[src/rtl/target_error_if.sv]
// Purpose : bundles the row inputs, the err stream and the status outputs of target_error_unit.
// Latency : n/a (wires only).
// Backpressure: err_ready (driven by master) stalls the err_valid/err_data/err_idx stream.
// Ports   : finish_in, target_elems, pred_elems, err_ready  (master -> slave)
//           err_valid, err_data, err_idx, sum_abs_err, busy, done, overrun  (slave -> master)
interface target_error_if #(
    parameter int no_of_elements = 16,
    parameter int element_width  = 32,
    parameter int acc_width      = 36
);
    localparam int idx_width = $clog2(no_of_elements);

    logic                                     finish_in;
    logic [element_width*no_of_elements-1:0]  target_elems;
    logic [element_width*no_of_elements-1:0]  pred_elems;
    logic                                     err_ready;
    logic                                     err_valid;
    logic [element_width-1:0]                 err_data;
    logic [idx_width-1:0]                     err_idx;
    logic [acc_width-1:0]                     sum_abs_err;
    logic                                     busy;
    logic                                     done;
    logic                                     overrun;

    modport master (
        output finish_in, target_elems, pred_elems, err_ready,
        input  err_valid, err_data, err_idx, sum_abs_err, busy, done, overrun
    );

    modport slave (
        input  finish_in, target_elems, pred_elems, err_ready,
        output err_valid, err_data, err_idx, sum_abs_err, busy, done, overrun
    );
endinterface

[src/rtl/target_error_unit.sv]
// Purpose : on a rising edge of finish_in, latches target/pred rows and streams saturated
//           pred-target per element, accumulating the row's sum of |err|.
// Latency : first element one cycle after the finish_in edge; one element per cycle when unstalled;
//           done one cycle after the last transfer.
// Backpressure: err_ready=0 holds err_valid/err_data/err_idx stable; edges while busy set overrun.
// Ports   : clk, rst_n (async active-low), bus (target_error_if.slave, see interface header).
module target_error_unit #(
    parameter int no_of_elements = 16,
    parameter int element_width  = 32,
    parameter int acc_width      = 36
) (
    input  logic            clk,
    input  logic            rst_n,
    target_error_if.slave   bus
);
    localparam int n  = no_of_elements;
    localparam int w  = element_width;
    localparam int iw = $clog2(no_of_elements);

    typedef enum logic [1:0] {IDLE, RUN, DONE} state_t;

    state_t          state, state_nxt;
    logic            finish_q;
    logic            start;
    logic            xfer;
    logic            last;
    logic [w*n-1:0]  tgt_row;
    logic [w*n-1:0]  pred_row;
    logic [iw-1:0]   idx;
    logic [iw-1:0]   idx_inc;
    logic [w-1:0]    err_q;
    logic [acc_width-1:0] sum_q;
    logic            overrun_q;

    // Element 0 sits in the most significant slot of the packed row.
    function automatic logic [w-1:0] elem(input logic [w*n-1:0] row, input logic [iw-1:0] i);
        return row[(n - 1 - int'(i)) * w +: w];
    endfunction

    // Difference in w+1 bits; if the top two bits disagree the result does not fit in w bits.
    function automatic logic [w-1:0] sat_diff(input logic [w-1:0] p, input logic [w-1:0] t);
        logic [w:0] d;
        d = {p[w-1], p} - {t[w-1], t};
        if (d[w] != d[w-1])
            return d[w] ? {1'b1, {(w-1){1'b0}}} : {1'b0, {(w-1){1'b1}}};
        return d[w-1:0];
    endfunction

    // Magnitude computed in w+1 bits so the most negative value yields +2^(w-1).
    function automatic logic [acc_width-1:0] abs_ext(input logic [w-1:0] e);
        logic [w:0] m;
        m = e[w-1] ? (~{1'b1, e} + 1'b1) : {1'b0, e};
        return {{(acc_width-w-1){1'b0}}, m};
    endfunction

    assign start   = bus.finish_in & ~finish_q;
    assign xfer    = (state == RUN) & bus.err_ready;
    assign last    = (idx == iw'(n - 1));
    assign idx_inc = idx + iw'(1);

    always_comb begin
        state_nxt = state;
        case (state)
            IDLE:    if (start) state_nxt = RUN;
            RUN:     if (xfer && last) state_nxt = DONE;
            DONE:    state_nxt = IDLE;
            default: state_nxt = IDLE;
        endcase
    end

    always_ff @(posedge clk or negedge rst_n) begin
        if (!rst_n) state <= IDLE;
        else        state <= state_nxt;
    end

    always_ff @(posedge clk or negedge rst_n) begin
        if (!rst_n) begin
            finish_q  <= 1'b0;
            tgt_row   <= '0;
            pred_row  <= '0;
            idx       <= '0;
            err_q     <= '0;
            sum_q     <= '0;
            overrun_q <= 1'b0;
        end else begin
            finish_q <= bus.finish_in;
            if (state == IDLE && start) begin
                tgt_row  <= bus.target_elems;
                pred_row <= bus.pred_elems;
                idx      <= '0;
                sum_q    <= '0;
                // Element 0 comes straight from the inputs so it is ready one cycle after start.
                err_q    <= sat_diff(elem(bus.pred_elems, '0), elem(bus.target_elems, '0));
            end else if (xfer) begin
                sum_q <= sum_q + abs_ext(err_q);
                idx   <= idx_inc;
                if (!last)
                    err_q <= sat_diff(elem(pred_row, idx_inc), elem(tgt_row, idx_inc));
            end
            if (start && state != IDLE)
                overrun_q <= 1'b1;
        end
    end

    assign bus.err_valid   = (state == RUN);
    assign bus.busy        = (state == RUN);
    assign bus.done        = (state == DONE);
    assign bus.err_data    = err_q;
    assign bus.err_idx     = idx;
    assign bus.sum_abs_err = sum_q;
    assign bus.overrun     = overrun_q;
endmodule

[src/flat_wrapper.sv]
// flat-port wrapper written by rule: the top's interface ports become plain ports
module target_error_unit_flat 
#(
    parameter int no_of_elements = 16,
    parameter int element_width  = 32,
    parameter int acc_width      = 36
)
  (clk, rst_n, bus_finish_in, bus_target_elems, bus_pred_elems, bus_err_ready, bus_err_valid, bus_err_data, bus_err_idx, bus_sum_abs_err, bus_busy, bus_done, bus_overrun);
  target_error_if #(.no_of_elements(no_of_elements), .element_width(element_width), .acc_width(acc_width)) bus_i ();
  input  logic clk;
  input  logic rst_n;
  input wire logic [$bits(bus_i.finish_in)-1:0] bus_finish_in;
  input wire logic [$bits(bus_i.target_elems)-1:0] bus_target_elems;
  input wire logic [$bits(bus_i.pred_elems)-1:0] bus_pred_elems;
  input wire logic [$bits(bus_i.err_ready)-1:0] bus_err_ready;
  output wire logic [$bits(bus_i.err_valid)-1:0] bus_err_valid;
  output wire logic [$bits(bus_i.err_data)-1:0] bus_err_data;
  output wire logic [$bits(bus_i.err_idx)-1:0] bus_err_idx;
  output wire logic [$bits(bus_i.sum_abs_err)-1:0] bus_sum_abs_err;
  output wire logic [$bits(bus_i.busy)-1:0] bus_busy;
  output wire logic [$bits(bus_i.done)-1:0] bus_done;
  output wire logic [$bits(bus_i.overrun)-1:0] bus_overrun;
  assign bus_i.finish_in = bus_finish_in;
  assign bus_i.target_elems = bus_target_elems;
  assign bus_i.pred_elems = bus_pred_elems;
  assign bus_i.err_ready = bus_err_ready;
  assign bus_err_valid = bus_i.err_valid;
  assign bus_err_data = bus_i.err_data;
  assign bus_err_idx = bus_i.err_idx;
  assign bus_sum_abs_err = bus_i.sum_abs_err;
  assign bus_busy = bus_i.busy;
  assign bus_done = bus_i.done;
  assign bus_overrun = bus_i.overrun;
  target_error_unit #(.no_of_elements(no_of_elements), .element_width(element_width), .acc_width(acc_width)) u_core (.clk(clk), .rst_n(rst_n), .bus(bus_i));
endmodule
[config.mk]
export PLATFORM = sky130hd
export DESIGN_NAME = target_error_unit_flat
export DESIGN_NICKNAME = d
export VERILOG_FILES = /design/src/rtl/target_error_if.sv /design/src/rtl/target_error_unit.sv /design/src/flat_wrapper.sv
export SDC_FILE = /design/constraint.sdc
export NUM_CORES = 2
export LEC_CHECK = 0
export BUFFER_PORTS_ARGS = -buffer_cell sky130_fd_sc_hd__buf_2
export CAP_MARGIN = 25
export CORE_ASPECT_RATIO = 0.6
export CORE_MARGIN = 2
export CORE_UTILIZATION = 34
export DETAILED_ROUTE_END_ITERATION = 7
export PLACE_DENSITY_LB_ADDON = 0.3
export SKIP_LAST_GASP = 1
export SLEW_MARGIN = 30
export SYNTH_ARGS = -nofsm -noshare
export SYNTH_HDL_FRONTEND = slang
export SYNTH_SLANG_ARGS = --single-unit
[constraint.sdc]
create_clock -name clk -period 6.25 [get_ports clk]
set_clock_uncertainty 0.1 [all_clocks]
set_input_delay 0 -clock clk [delete_from_list [all_inputs] [get_ports clk]]
set_output_delay 0 -clock clk [all_outputs]
set_load 0.02 [all_outputs]
==> results of run 1 <==
==> cells by family after synthesis <==
kind of cell,Yosys count,share of synthesized area
AO/OA/AOI/OAI,495,0.0601
AND/OR/NAND/NOR,3368,0.237
XOR/XNOR,106,0.0168
adder cells (fa/ha/maj),103,0.0238
flip-flops,1100,0.499
buffers and inverters,444,0.0312
other,1,0.0000680
multiplexers,326,0.132
==> cells in the mapped netlist (all sizes together) (10+ instances only) <==
cell type / instances
nand2: 3128
dfrtp: 1100
mux4: 320
clkbuf: 313
o21ai: 135
a21oi: 116
ha: 100
inv: 94
nor2: 81
xnor2: 75
a21o: 39
buf: 36
a211oi: 33
xor2: 31
nand3: 28
nand4: 23
o31ai: 22
nand2b: 20
nor3: 20
o211ai: 20
o21a: 18
o21bai: 15
and3: 13
a22o: 12
nor2b: 10
==> stage by stage <==
stage	worst slack, ns	instances	utilization
2_1_floorplan	0.898	5943	-
3_3_place_gp	0.336	8918	0.391
3_5_place_dp	0.326	8920	0.391
==> results.sh, run 1 <==
export IMPL_synth_nets=7074
export IMPL_synth_flop_cell="dfrtp_1"
export IMPL_post_cts_buffers=0
export IMPL_hold_buffers=1827
export IMPL_cts_max_level=3
export IMPL_outcome="did not finish"
export IMPL_fp_row_count=114
export IMPL_synth_top_area_frac=0.499
export IMPL_yosys_area_top_type="dfrtp_1"
export IMPL_synth_seq_area_share=0.499
export IMPL_synth_edff_count=0
export IMPL_syn_area_um2=55200
export IMPL_postPlaceCellArea_um2=63000
export IMPL_synth_area_top_cells="dfrtp_1 50%, nand2_1 21%, mux4_2 13%"
export IMPL_root_buffer="clkbuf_16"
export IMPL_netlist_instances=5943
export IMPL_yosys_warnings=0
export IMPL_cts_buffer_depth=3
export IMPL_fp_dieW_um=524
export IMPL_haltStage="clock tree synthesis"
export IMPL_io_buffers=1103
export IMPL_syn_avg_cell_area_um2=9.28
export IMPL_ios=1104
export IMPL_cts_buffers=110
export IMPL_async_reset_ff_frac=1.00
export IMPL_die_height_um=316
export IMPL_numClockSinks=1100
export IMPL_start_util=0.343
export IMPL_ys_ff_latch=1100
export IMPL_synth_cell_types=93
export IMPL_ctsResizeCount=0
export IMPL_stop_error="[ERROR RSZ-0060] Max buffer count reached."
export IMPL_place_congestion=1.09
export IMPL_dpl_hpwl_um=210000
==> run 2, diff against run 1 <==
CORE_ASPECT_RATIO = default   (was 0.6)
CORE_UTILIZATION = 20   (was 34)
PLACE_DENSITY_LB_ADDON = 0.15   (was 0.3)
==> results.sh, run 2 <==
export IMPL_outcome="finished clean"
export IMPL_cts_tree="yes"
export IMPL_period_share=0.931
export IMPL_seqPwrFrac=0.263
export IMPL_drtAntennaViolNets=0
export IMPL_final_nets=10000
export IMPL_via_per_inst=4.49
export IMPL_cts_buffer_depth=3
export IMPL_startpoint_type="flip-flop"
export IMPL_finalHoldViolCount=0
export IMPL_vdd_drop_max_v=0.000664
export IMPL_io_buffers=1103
export IMPL_multiInputGateArea_um2=26000
export IMPL_grt_usage=0.240
export IMPL_overflow=0
export IMPL_ios=1104
export IMPL_rsz0062_at_grt="false"
export IMPL_wirelength_um=343000
export IMPL_hold_path_class="input pin to flip-flop"
export IMPL_arrival_ns=6.38
export IMPL_crit_path_end_kind="flip-flop"
export IMPL_nFillCells=28300
export IMPL_yosys_warnings=0
export IMPL_netlist_instances=5943
export IMPL_cp_max_fo=56
export IMPL_fp_dieArea_um2=280000
export IMPL_numClockSinks=1100
export IMPL_post_cts_buffers=0
export IMPL_async_reset_ff_frac=1.00
export IMPL_core_area_um2=274000
export IMPL_clk_pin_slew_ns=0.06
export IMPL_areaGrowthSynthToFinish_pct=62.5
export IMPL_p_per_area_nw_per_um2=613
export IMPL_first_iter_violations=4662
export IMPL_cellLeakagePower_nw=43.2
export IMPL_grt_busiest_layer="met1"
export IMPL_pwr_share_clk=0.159
export IMPL_die_height_um=529
export IMPL_num_vias=57200
export IMPL_power_total_mw=55.0
export IMPL_synth_nets=7074
export IMPL_syn_avg_cell_area_um2=9.28
export IMPL_relSlewSlack=0.334
export IMPL_synth_seq_area_share=0.499
export IMPL_worst_slew_pin_transition_ns=1.00
export IMPL_drc=0
export IMPL_dpl_hpwl_um=268000
export IMPL_root_buffer="clkbuf_16"
export IMPL_gr_usage_met2=0.346
export IMPL_synth_top_area_frac=0.499
export IMPL_synth_cell_types=93
export IMPL_syn_area_um2=55200
export IMPL_drv_slew=0
export IMPL_max_cap_viol_count=0
export IMPL_layout_drive_gt1_share=0.200
export IMPL_use_met3=0.0428
export IMPL_period_minus_slack_ns=5.82
export IMPL_synth_edff_count=0
export IMPL_fin_hold_ws_ns=0.0436
export IMPL_grt_pass1_wl_um=467000
export IMPL_setup_tns_final_ns=0
export IMPL_timing_fmax_ghz=0.172
export IMPL_layout_commonest_cell="nand2_1"
export IMPL_fin_ws_ns=0.433
export IMPL_place_congestion=0.928
export IMPL_post_place_ws_ns=0.343
export IMPL_ys_ff_latch=1100
export IMPL_fp_dieW_um=529
export IMPL_use_met1=0.353
export IMPL_combPwrFrac=0.578
export IMPL_clkLatencyLatePin_ns=0.81
export IMPL_mostFrequentLayoutCells="3126 x nand2_1, 1937 x dlygate4sd3_1, 1102 x buf_2, 1099 x dfrtp_1, 320 x mux4_2"
export IMPL_switchingPower_mw=26.2
export IMPL_critPathKind="flip-flop to flip-flop"
export IMPL_yosys_area_top_type="dfrtp_1"
export IMPL_grt_pass1_vias=58400
export IMPL_postPlaceCellArea_um2=65200
export IMPL_cts_buffers=145
export IMPL_grt_max_degree=198
export IMPL_start_util=0.201
export IMPL_wl_per_cell_um=27.0
export IMPL_regArea_um2=27500
export IMPL_yosysMostFrequentCell="nand2_1"
export IMPL_setup_viol=0
export IMPL_fp_row_count=192
export IMPL_antenna_found_initial=107
export IMPL_p_sw_frac=0.476
export IMPL_synthTopCellsByCount="3127 x nand2_1, 1100 x dfrtp_1, 320 x mux4_2, 312 x clkbuf_1, 124 x o21ai_0"
export IMPL_final_cell_area_um2=89700
export IMPL_critPathRequiredTime_ns=6.81
export IMPL_synth_area_top_cells="dfrtp_1 50%, nand2_1 21%, mux4_2 13%"
export IMPL_synth_flop_cell="dfrtp_1"
export IMPL_first_pass_iters=6
export IMPL_p_int_mw=28.8
export IMPL_cts_max_level=4
-- run 2: path summary, 6_finish.rpt --
| path | startpoint | end | slack, ns | cells after the start |
|---|---|---|---|---|
| max | u_core.bus.err_idx[0] | u_core.bus.err_data[29] | 0.43 | 14 |
| min | bus_target_elems[1] | u_core.tgt_row[1] | 0.04 | 4 |
| max reg2reg | u_core.bus.err_idx[0] | u_core.bus.err_data[29] | 0.43 | 14 |
| min reg2reg | u_core.pred_row[23] | u_core.pred_row[23] | 0.37 | 2 |
| max in group asynchronous | rst_n | u_core.tgt_row[254] | 4.38 | 5 |
| min in group asynchronous | rst_n | u_core.tgt_row[451] | 0.42 | 4 |
-- run 2: repair_timing --
| item | 4_1_cts | 5_1_grt |
|---|---|---|
| setup endpoints to repair | 0 | 1 |
| gates resized for setup | 0 | 1 |
| hold endpoints to repair | 1494 | 0 |
| hold buffers | 1938 | 0 |
-- run 2: stage by stage --
| step | utilization | std cells |
|---|---|---|
| 2_1_floorplan | - | 5943 |
| 3_3_place_gp | 0.237 | 10500 |
| 3_5_place_dp | 0.238 | 10500 |
| 4_1_cts | 0.327 | 12700 |
| 5_1_grt | 0.327 | 12700 |
| 6_report | 0.327 | 12700 |
-- run 2: cell families (layout without fill, tap and decap cells) --
group	Yosys count	in the layout	share of synthesized area
fa+ha+maj	103	103	0.0238
simple gates	3368	3368	0.237
xor+xnor	106	106	0.0168
flops	1100	1100	0.499
other cells	1	54	0.0000680
buf+inv	444	3485	0.0312
compound gates	495	495	0.0601
mux	326	326	0.132
-- run 2: power by group through the flow --
stage	registers (mW)	clock network [mW]	logic [mW]
after global placement	14.7	0	30.7
final	14.5	8.73	31.8
after CTS	14.3	8.95	31.9
after global routing	14.7	9.24	34.3
after floorplan	12.6	0	19.3
after detailed placement	14.4	0	30.7
-- run 2: layout make-up --
| cell class | instances | share of cell area |
|---|---|---|
| sequential | 1100 | 0.307 |
| timing repair buffer | 3130 | 0.291 |
| multi-input combinational | 4399 | 0.290 |
| tap | 3686 | 0.0514 |
| clock buffer | 203 | 0.0469 |
| clock inverter | 57 | 0.00806 |
| inverter | 95 | 0.00398 |
| antenna | 53 | 0.00148 |
-- run 2: routing by layer --
layer,wire length [µm],vias up
met5,231,-
met4,14000,38
met3,20800,549
met2,143000,2272
met1,166000,28800
li1,-,25600
-- run 2: worst max-delay path: stages (launching register included) --
cell	delay [ns]
dfrtp_4	0.44
buf_12	0.29
buf_12	0.43
mux4_2	0.62
mux4_2	0.58
ha_1	0.52
nand3_1	0.15
nor2_1	0.29
a21oi_1	0.12
o221a_2	0.29
o211ai_1	0.41
nand4_1	0.34
nand3_2	0.42
nor2_2	0.16
a2111oi_2	0.36
No activity file was read; power rests on OpenSTA's default activity.
